<file path="src/rtl/data_island_sequencer_if.sv">
// data_island_sequencer_if
// Groups the upstream first-word-fall-through packet queue signals. The
// queue drives the head packet and fill level. The sequencer answers with
// packetPop, which consumes the head on the same clock edge.
//
// Signals:
//   packetsAvailable  packets currently held by the queue
//   packetValid       queue head valid
//   packetHeader      queue head header (24 bits)
//   packetSub0..3     queue head subpackets (56 bits each)
//   packetPop         consume the queue head this clock
//
// Modports:
//   master  queue side (drives the head, observes pop)
//   slave   sequencer side (observes the head, drives pop)
interface data_island_sequencer_if;
  logic [4:0]  packetsAvailable;
  logic        packetValid;
  logic [23:0] packetHeader;
  logic [55:0] packetSub0;
  logic [55:0] packetSub1;
  logic [55:0] packetSub2;
  logic [55:0] packetSub3;
  logic        packetPop;

  modport master (
    output packetsAvailable, packetValid, packetHeader,
    output packetSub0, packetSub1, packetSub2, packetSub3,
    input  packetPop
  );

  modport slave (
    input  packetsAvailable, packetValid, packetHeader,
    input  packetSub0, packetSub1, packetSub2, packetSub3,
    output packetPop
  );
endinterface

</file>
<file path="src/rtl/data_island_sequencer.sv">
// data_island_sequencer
// Schedules one HDMI data island inside blanking. The island has the
// following parts, in order: leading control, preamble, leading guard band,
// N back-to-back 32-clock packets, and a trailing guard band. Packets are
// popped from the upstream queue and held, registered, for the TERC4
// serializer for the whole of their 32 clocks.
//
// Ports:
//   clock, reset        pixel clock, asynchronous active-high reset
//   islandStart         one-clock request to begin an island
//   blankingClocks      blanking clocks left, counted from the islandStart clock
//   queue               upstream packet queue (data_island_sequencer_if.slave)
//   mode                00 control, 01 preamble, 10 guard band, 11 packet
//   isFirstPacketClock  first clock of each 32-clock packet
//   header, subpacket0..3  registered packet to the serializer
//   busy                island in progress
//   underflow           sticky null-fill flag (only with DATA_ISLAND_NULL_FILL_EN)
//
// Build option DATA_ISLAND_NULL_FILL_EN:
//   If the queue runs dry, the island keeps its length and the missing
//   slots are filled with all-zero packets.
//   Without this option, the island ends early.
module data_island_sequencer #(
  parameter int MAX_PACKETS  = 18,
  parameter int LEAD_CTRL    = 4,
  parameter int PREAMBLE_LEN = 8,
  parameter int GUARD_LEN    = 2,
  parameter int TRAIL_CTRL   = 12
) (
  input  logic        clock,
  input  logic        reset,
  input  logic        islandStart,
  input  logic [11:0] blankingClocks,
  data_island_sequencer_if.slave queue,
  output logic [1:0]  mode,
  output logic        isFirstPacketClock,
  output logic [23:0] header,
  output logic [55:0] subpacket0,
  output logic [55:0] subpacket1,
  output logic [55:0] subpacket2,
  output logic [55:0] subpacket3,
  output logic        busy
`ifdef DATA_ISLAND_NULL_FILL_EN
  ,
  output logic        underflow
`endif
);

  localparam logic [11:0] OVERHEAD =
    12'(LEAD_CTRL + PREAMBLE_LEN + 2 * GUARD_LEN + TRAIL_CTRL);
  localparam logic [11:0] MAX_N      = 12'(MAX_PACKETS);
  localparam logic [4:0]  LEAD_LAST  = 5'(LEAD_CTRL - 1);
  localparam logic [4:0]  PRE_LAST   = 5'(PREAMBLE_LEN - 1);
  localparam logic [4:0]  GUARD_LAST = 5'(GUARD_LEN - 1);
  localparam logic [4:0]  PHASE_LAST = 5'd31;

`ifdef DATA_ISLAND_NULL_FILL_EN
  localparam bit NULL_FILL = 1'b1;
`else
  localparam bit NULL_FILL = 1'b0;
`endif

  typedef enum logic [2:0] {
    IDLE, LEAD, PREAMBLE, LGUARD, PACKET, TGUARD
  } state_t;

  state_t      state, nextState;
  logic [4:0]  phase, nextPhase;
  logic [4:0]  packetCount, nextPacketCount;
  logic [4:0]  numPackets;
  logic [11:0] fit, availWide, nCalc;
  logic        accept, loadSlot, lastPacket;

  // Work out how many whole packets fit in the remaining blanking after
  // the fixed overhead. Clamp that to the queue fill level and to the HDMI
  // packet limit. An island is only started when at least one packet fits.
  always_comb begin
    fit = '0;
    if (blankingClocks >= OVERHEAD)
      fit = (blankingClocks - OVERHEAD) >> 5;
    availWide = {7'd0, queue.packetsAvailable};
    nCalc = availWide;
    if (fit < nCalc)
      nCalc = fit;
    if (MAX_N < nCalc)
      nCalc = MAX_N;
  end

  assign accept     = islandStart && (state == IDLE) && (nCalc != 12'd0);
  assign lastPacket = (packetCount == numPackets - 5'd1);

  // Next-state and output decode. The phase counter times every state.
  // It restarts at zero on each state change and wraps 31->0 between
  // back-to-back packets. A load slot is a clock on which the next packet
  // must be taken from the queue, ready for the following edge.
  always_comb begin
    nextState          = state;
    nextPhase          = phase + 5'd1;
    nextPacketCount    = packetCount;
    loadSlot           = 1'b0;
    mode               = 2'b00;
    busy               = 1'b1;
    isFirstPacketClock = 1'b0;
    case (state)
      IDLE: begin
        busy      = 1'b0;
        nextPhase = '0;
        if (accept)
          nextState = LEAD;
      end
      LEAD: begin
        if (phase == LEAD_LAST) begin
          nextState = PREAMBLE;
          nextPhase = '0;
        end
      end
      PREAMBLE: begin
        mode = 2'b01;
        if (phase == PRE_LAST) begin
          nextState = LGUARD;
          nextPhase = '0;
        end
      end
      LGUARD: begin
        mode = 2'b10;
        if (phase == GUARD_LAST) begin
          loadSlot        = 1'b1;
          nextPhase       = '0;
          nextPacketCount = '0;
          nextState       = (queue.packetValid || NULL_FILL) ? PACKET : TGUARD;
        end
      end
      PACKET: begin
        mode               = 2'b11;
        isFirstPacketClock = (phase == 5'd0);
        if (phase == PHASE_LAST) begin
          if (lastPacket) begin
            nextState = TGUARD;
            nextPhase = '0;
          end else begin
            loadSlot = 1'b1;
            if (queue.packetValid || NULL_FILL)
              nextPacketCount = packetCount + 5'd1;
            else begin
              nextState = TGUARD;
              nextPhase = '0;
            end
          end
        end
      end
      TGUARD: begin
        mode = 2'b10;
        if (phase == GUARD_LAST) begin
          nextState = IDLE;
          nextPhase = '0;
        end
      end
      default: begin
        nextState = IDLE;
        nextPhase = '0;
        busy      = 1'b0;
      end
    endcase
  end

  assign queue.packetPop = loadSlot && queue.packetValid;

  // State, counters and the packet holding registers. A packet is loaded
  // only on a load slot and then held for its full 32 clocks. With null
  // fill, an empty queue on a load slot loads zeros and flags underflow.
  always_ff @(posedge clock or posedge reset) begin
    if (reset) begin
      state       <= IDLE;
      phase       <= '0;
      packetCount <= '0;
      numPackets  <= '0;
      header      <= '0;
      subpacket0  <= '0;
      subpacket1  <= '0;
      subpacket2  <= '0;
      subpacket3  <= '0;
`ifdef DATA_ISLAND_NULL_FILL_EN
      underflow   <= 1'b0;
`endif
    end else begin
      state       <= nextState;
      phase       <= nextPhase;
      packetCount <= nextPacketCount;
      if (accept) begin
        numPackets <= nCalc[4:0];
`ifdef DATA_ISLAND_NULL_FILL_EN
        underflow  <= 1'b0;
`endif
      end
      if (loadSlot) begin
        if (queue.packetValid) begin
          header     <= queue.packetHeader;
          subpacket0 <= queue.packetSub0;
          subpacket1 <= queue.packetSub1;
          subpacket2 <= queue.packetSub2;
          subpacket3 <= queue.packetSub3;
        end
`ifdef DATA_ISLAND_NULL_FILL_EN
        else begin
          header     <= '0;
          subpacket0 <= '0;
          subpacket1 <= '0;
          subpacket2 <= '0;
          subpacket3 <= '0;
          underflow  <= 1'b1;
        end
`endif
      end
    end
  end

endmodule

</file>
<file path="src/flat_wrapper.sv">
// flat-port wrapper written by rule: the top's interface ports become plain ports
module data_island_sequencer_flat 
#(
  parameter int MAX_PACKETS  = 18,
  parameter int LEAD_CTRL    = 4,
  parameter int PREAMBLE_LEN = 8,
  parameter int GUARD_LEN    = 2,
  parameter int TRAIL_CTRL   = 12
)
  (clock, reset, islandStart, blankingClocks, mode, isFirstPacketClock, header, subpacket0, subpacket1, subpacket2, subpacket3, busy, queue_packetsAvailable, queue_packetValid, queue_packetHeader, queue_packetSub0, queue_packetSub1, queue_packetSub2, queue_packetSub3, queue_packetPop);
  data_island_sequencer_if queue_i ();
  input  logic clock;
  input  logic reset;
  input  logic islandStart;
  input  logic [11:0] blankingClocks;
  output logic [1:0] mode;
  output logic isFirstPacketClock;
  output logic [23:0] header;
  output logic [55:0] subpacket0;
  output logic [55:0] subpacket1;
  output logic [55:0] subpacket2;
  output logic [55:0] subpacket3;
  output logic busy;
  input wire logic [$bits(queue_i.packetsAvailable)-1:0] queue_packetsAvailable;
  input wire logic [$bits(queue_i.packetValid)-1:0] queue_packetValid;
  input wire logic [$bits(queue_i.packetHeader)-1:0] queue_packetHeader;
  input wire logic [$bits(queue_i.packetSub0)-1:0] queue_packetSub0;
  input wire logic [$bits(queue_i.packetSub1)-1:0] queue_packetSub1;
  input wire logic [$bits(queue_i.packetSub2)-1:0] queue_packetSub2;
  input wire logic [$bits(queue_i.packetSub3)-1:0] queue_packetSub3;
  output wire logic [$bits(queue_i.packetPop)-1:0] queue_packetPop;
  assign queue_i.packetsAvailable = queue_packetsAvailable;
  assign queue_i.packetValid = queue_packetValid;
  assign queue_i.packetHeader = queue_packetHeader;
  assign queue_i.packetSub0 = queue_packetSub0;
  assign queue_i.packetSub1 = queue_packetSub1;
  assign queue_i.packetSub2 = queue_packetSub2;
  assign queue_i.packetSub3 = queue_packetSub3;
  assign queue_packetPop = queue_i.packetPop;
  data_island_sequencer #(.MAX_PACKETS(MAX_PACKETS), .LEAD_CTRL(LEAD_CTRL), .PREAMBLE_LEN(PREAMBLE_LEN), .GUARD_LEN(GUARD_LEN), .TRAIL_CTRL(TRAIL_CTRL)) u_core (.clock(clock), .reset(reset), .islandStart(islandStart), .blankingClocks(blankingClocks), .queue(queue_i), .mode(mode), .isFirstPacketClock(isFirstPacketClock), .header(header), .subpacket0(subpacket0), .subpacket1(subpacket1), .subpacket2(subpacket2), .subpacket3(subpacket3), .busy(busy));
endmodule
</file>
<file path="config.mk">
export PLATFORM = sky130hd
export DESIGN_NAME = data_island_sequencer_flat
export DESIGN_NICKNAME = d
export VERILOG_FILES = /design/src/rtl/data_island_sequencer_if.sv /design/src/rtl/data_island_sequencer.sv /design/src/flat_wrapper.sv
export SDC_FILE = /design/constraint.sdc
export NUM_CORES = 1
export LEC_CHECK = 0
export CAP_MARGIN = 20
export CORE_AREA = 2 2 204 206
export CTS_CLUSTER_SIZE = 14
export DETAILED_ROUTE_END_ITERATION = 12
export DIE_AREA = 0 0 206 208
export GPL_TIMING_DRIVEN = 0
export HOLD_SLACK_MARGIN = 0.08
export PLACE_DENSITY = 0.53
export SLEW_MARGIN = 30
export SYNTH_ARGS = -nofsm -noshare
export SYNTH_HDL_FRONTEND = slang
export SYNTH_SLANG_ARGS = --single-unit
export TNS_END_PERCENT = 5
</file>
<file path="constraint.sdc">
create_clock -name clock -period 13.31 [get_ports clock]
set_clock_uncertainty 0.05 [all_clocks]
set_input_delay 1.9965 -clock clock [delete_from_list [all_inputs] [get_ports clock]]
set_output_delay 1.9965 -clock clock [all_outputs]
set_load 0.02 [all_outputs]
</file>
==> flow_metrics.tcl <==
set metrics [dict create \
    status "finished clean" \
    htreeDepth 1 \
    area_delta_synth_final_pct 64.63 \
    nets 1549 \
    drc 0 \
    start_kind "primary input" \
    fin_crit_ns 6.332 \
    setup_ws_ns 6.978 \
    initialDrtViolationCount 214 \
    ys_ff_latch 266 \
    syn_area_per_cell_sq_um 15.05 \
    ys.flop_type "dfrtp_1" \
    rsz0062_at_grt "false" \
    cp_slowest_stage_delay_ns 0.69 \
    end_kind "output port" \
    vdd_drop_max_mv 0.1463 \
    intPower_mw 2.561 \
    cp_num_buf_inv 5 \
    pre_cts_slack_ns 6.880 \
    crit_family "buffers and inverters" \
    first_global_vias 8275 \
    hp-class "register to register" \
    place_congestion 0.7980 \
    cts_made_buffers 31 \
    power.share.switching_pct 34.02 \
    final_cell_mix "clkdlybuf4s50_1 (516), dfrtp_1 (266), mux2_2 (250)" \
    io_buffers 516 \
    clock_sinks 266 \
    post-route-period-util_pct 47.57 \
    p_switching_mw 1.321 \
    synth.distinct_cells 53 \
    p_clk_share_pct 21.7 \
    wire_per_inst_um 19.48 \
    tns_ns 0 \
    cts_tree "done" \
    hpwl_um 27910 \
    ys_seq_area_share_pct 61.68 \
    ant_nets 0 \
    die_w_um 206 \
    grt_pass1_wl_um 51940 \
    finalMaxSlewViolations 0 \
    seqPwrFrac_pct 33.4 \
    relSlewSlack_pct 56.68 \
    power_density_nw_per_um2 218.5 \
    grt-ovfl-total 0 \
    criticalPathCategory "primary input to output port" \
    antenna_found_initial 5 \
    drt-total-wl_um 35630 \
    final_common_cell "clkdlybuf4s50_1" \
    cts_root_buf "clkbuf_16" \
    required_ns 11.26 \
    num_vias 7952 \
    arrival_ns 4.29 \
    worstPathCellList "clkdlybuf4s50_1, o21ai_1, inv_2, buf_2, buf_2, clkdlybuf4s50_1" \
    firstDrtPassIters 4 \
    async_flop_share_pct 100.0 \
    drive_above_1_share_pct 27.05 \
    synth_area_sq_um 10790 \
    cp_slowest_cell "clkdlybuf4s50_1" \
    synth-edff-count 0 \
    netlist_instances 717 \
    setup_viol 0 \
    clk_path_buf_depth 3 \
    start_util_pct 26.61 \
    fmax_mhz 157.9 \
    ctsHoldBuffers 0 \
    power_leakage_nw 7.702 \
    crit_fanout 10 \
    hold_viol_final 0 \
    cts_resized 0 \
    routed_via_density 4.348 \
    num_io_pins 522 \
    ys_warn_count 0 \
    combPwrFrac_pct 44.9 \
    die_area_sq_um 42850 \
    grt_use_total_pct 15.91 \
    syn_nets 996 \
    cts_setup_buffers 0 \
    die_h_um 208 \
    clock_latency_ns 0.56 \
    grt_max_degree 83 \
    rows 74 \
    core_area_sq_um 40550 \
    tightestPinTransition_ns 0.6397 \
    cap_violations 0 \
    clkTransAtPathRegs_ns 0.06 \
]
per-layer routing:
metal | share of wire (%) | routed length [um] | GRT usage (%)
met2 | 50 | 17740 | 27.82
met1 | 38 | 13650 | 18.37
met5 | 0.062 | 22 | 0
met4 | 3.0 | 1068 | 4.655
met3 | 8.8 | 3149 | 5.247
cell families (layout without fill, tap and decap cells):
group / count (synthesis) / after routing / synth area share, %
AND/OR/NAND/NOR: 76 / 76 / 3.768
adder cells (fa/ha/maj): 10 / 10 / 1.159
XOR/XNOR: 9 / 9 / 0.7304
flip-flops: 266 / 266 / 61.68
AO/OA/AOI/OAI: 46 / 46 / 3.316
buffers and inverters: 50 / 627 / 2.191
other: 0 / 3 / 0
multiplexers: 260 / 260 / 27.15
state kept, by name, summed over array words and instances, names as in the netlist:
name                cells
u_core.subpacket0      56
u_core.state            3
u_core.header          24
u_core.subpacket2      56
u_core.numPackets       5
u_core.packetCount      5
u_core.phase            5
u_core.subpacket1      56
u_core.subpacket3      56
area by class of cell:
class | count | area (sq um)
plain buffers | 35 | 180.2
clock inverters | 10 | 82.58
diodes | 3 | 7.507
multi-input cells | 401 | 3899
fillers | 3796 | 22790
repair buffers | 520 | 5275
flip-flops and latches | 266 | 6656
well taps | 532 | 665.6
clock buffers | 47 | 935.9
inverters | 15 | 63.81
power groups by stage:
stage	registers (mW)	logic (mW)	clock network (mW)
global route	1.35	1.84	0.904
detailed placement	1.32	1.77	0
floorplan	1.69	0.476	0
global placement	1.31	1.75	0
CTS	1.30	1.77	0.877
finish	1.30	1.74	0.843
worst paths after layout:
check	startpoint	to	slack, ns	cells past startpoint
setup / recovery	queue_packetValid	queue_packetPop	6.98	6
hold / removal	u_core.subpacket1[19]$_DFFE_PP0P_	u_core.subpacket1[19]$_DFFE_PP0P_	0.45	1
setup reg to reg	u_core.numPackets[0]$_DFFE_PP0P_	u_core.header[20]$_DFFE_PP0P_	10.06	11
hold reg to reg	u_core.subpacket1[19]$_DFFE_PP0P_	u_core.subpacket1[19]$_DFFE_PP0P_	0.45	1
max in group asynchronous	reset	u_core.subpacket0[51]$_DFFE_PP0P_	10.20	5
min in group asynchronous	reset	u_core.header[14]$_DFFE_PP0P_	1.72	2
stage by stage:
step                      hold slack, ns  instances  area (sq um)  util [%]  power (mW)
after floorplan                   0.4262        717         10790         -       2.171
after global placement            0.4376       1765         16620     40.99       3.060
after detailed placement          0.4442       1769         16740     41.28       3.083
after CTS                         0.4576       1826         17760     43.79       3.952
after global routing              0.4641       1828         17760     43.80       4.094
final                             0.4521       1829         17770     43.81       3.882
worst reg2reg max path: stages, from the launching register on:
cell	delay, ns
dfrtp_1	0.40
inv_1	0.09
ha_1	0.21
xor2_1	0.16
nor2_1	0.05
o311ai_1	0.55
and3_1	0.25
o21ai_1	0.09
inv_2	0.15
buf_2	0.30
buf_2	0.43
mux2_2	0.39
Yosys cell counts (all sizes together) (5+ instances only):
library cell	number	area share (%)
buf	29	1.5
o21ai	9	0.42
o211ai	5	0.48
mux2i	7	0.65
a21oi	6	0.28
xor2	5	0.41
nor3	7	0.32
nor2	16	0.56
nand2	11	0.38
and3	5	0.29
ha	10	1.2
nor2b	5	0.29
nand3	10	0.46
clkbuf	6	0.21
mux2	253	27
inv	15	0.52
dfrtp	266	62
(Power assumes the default switching activity.)
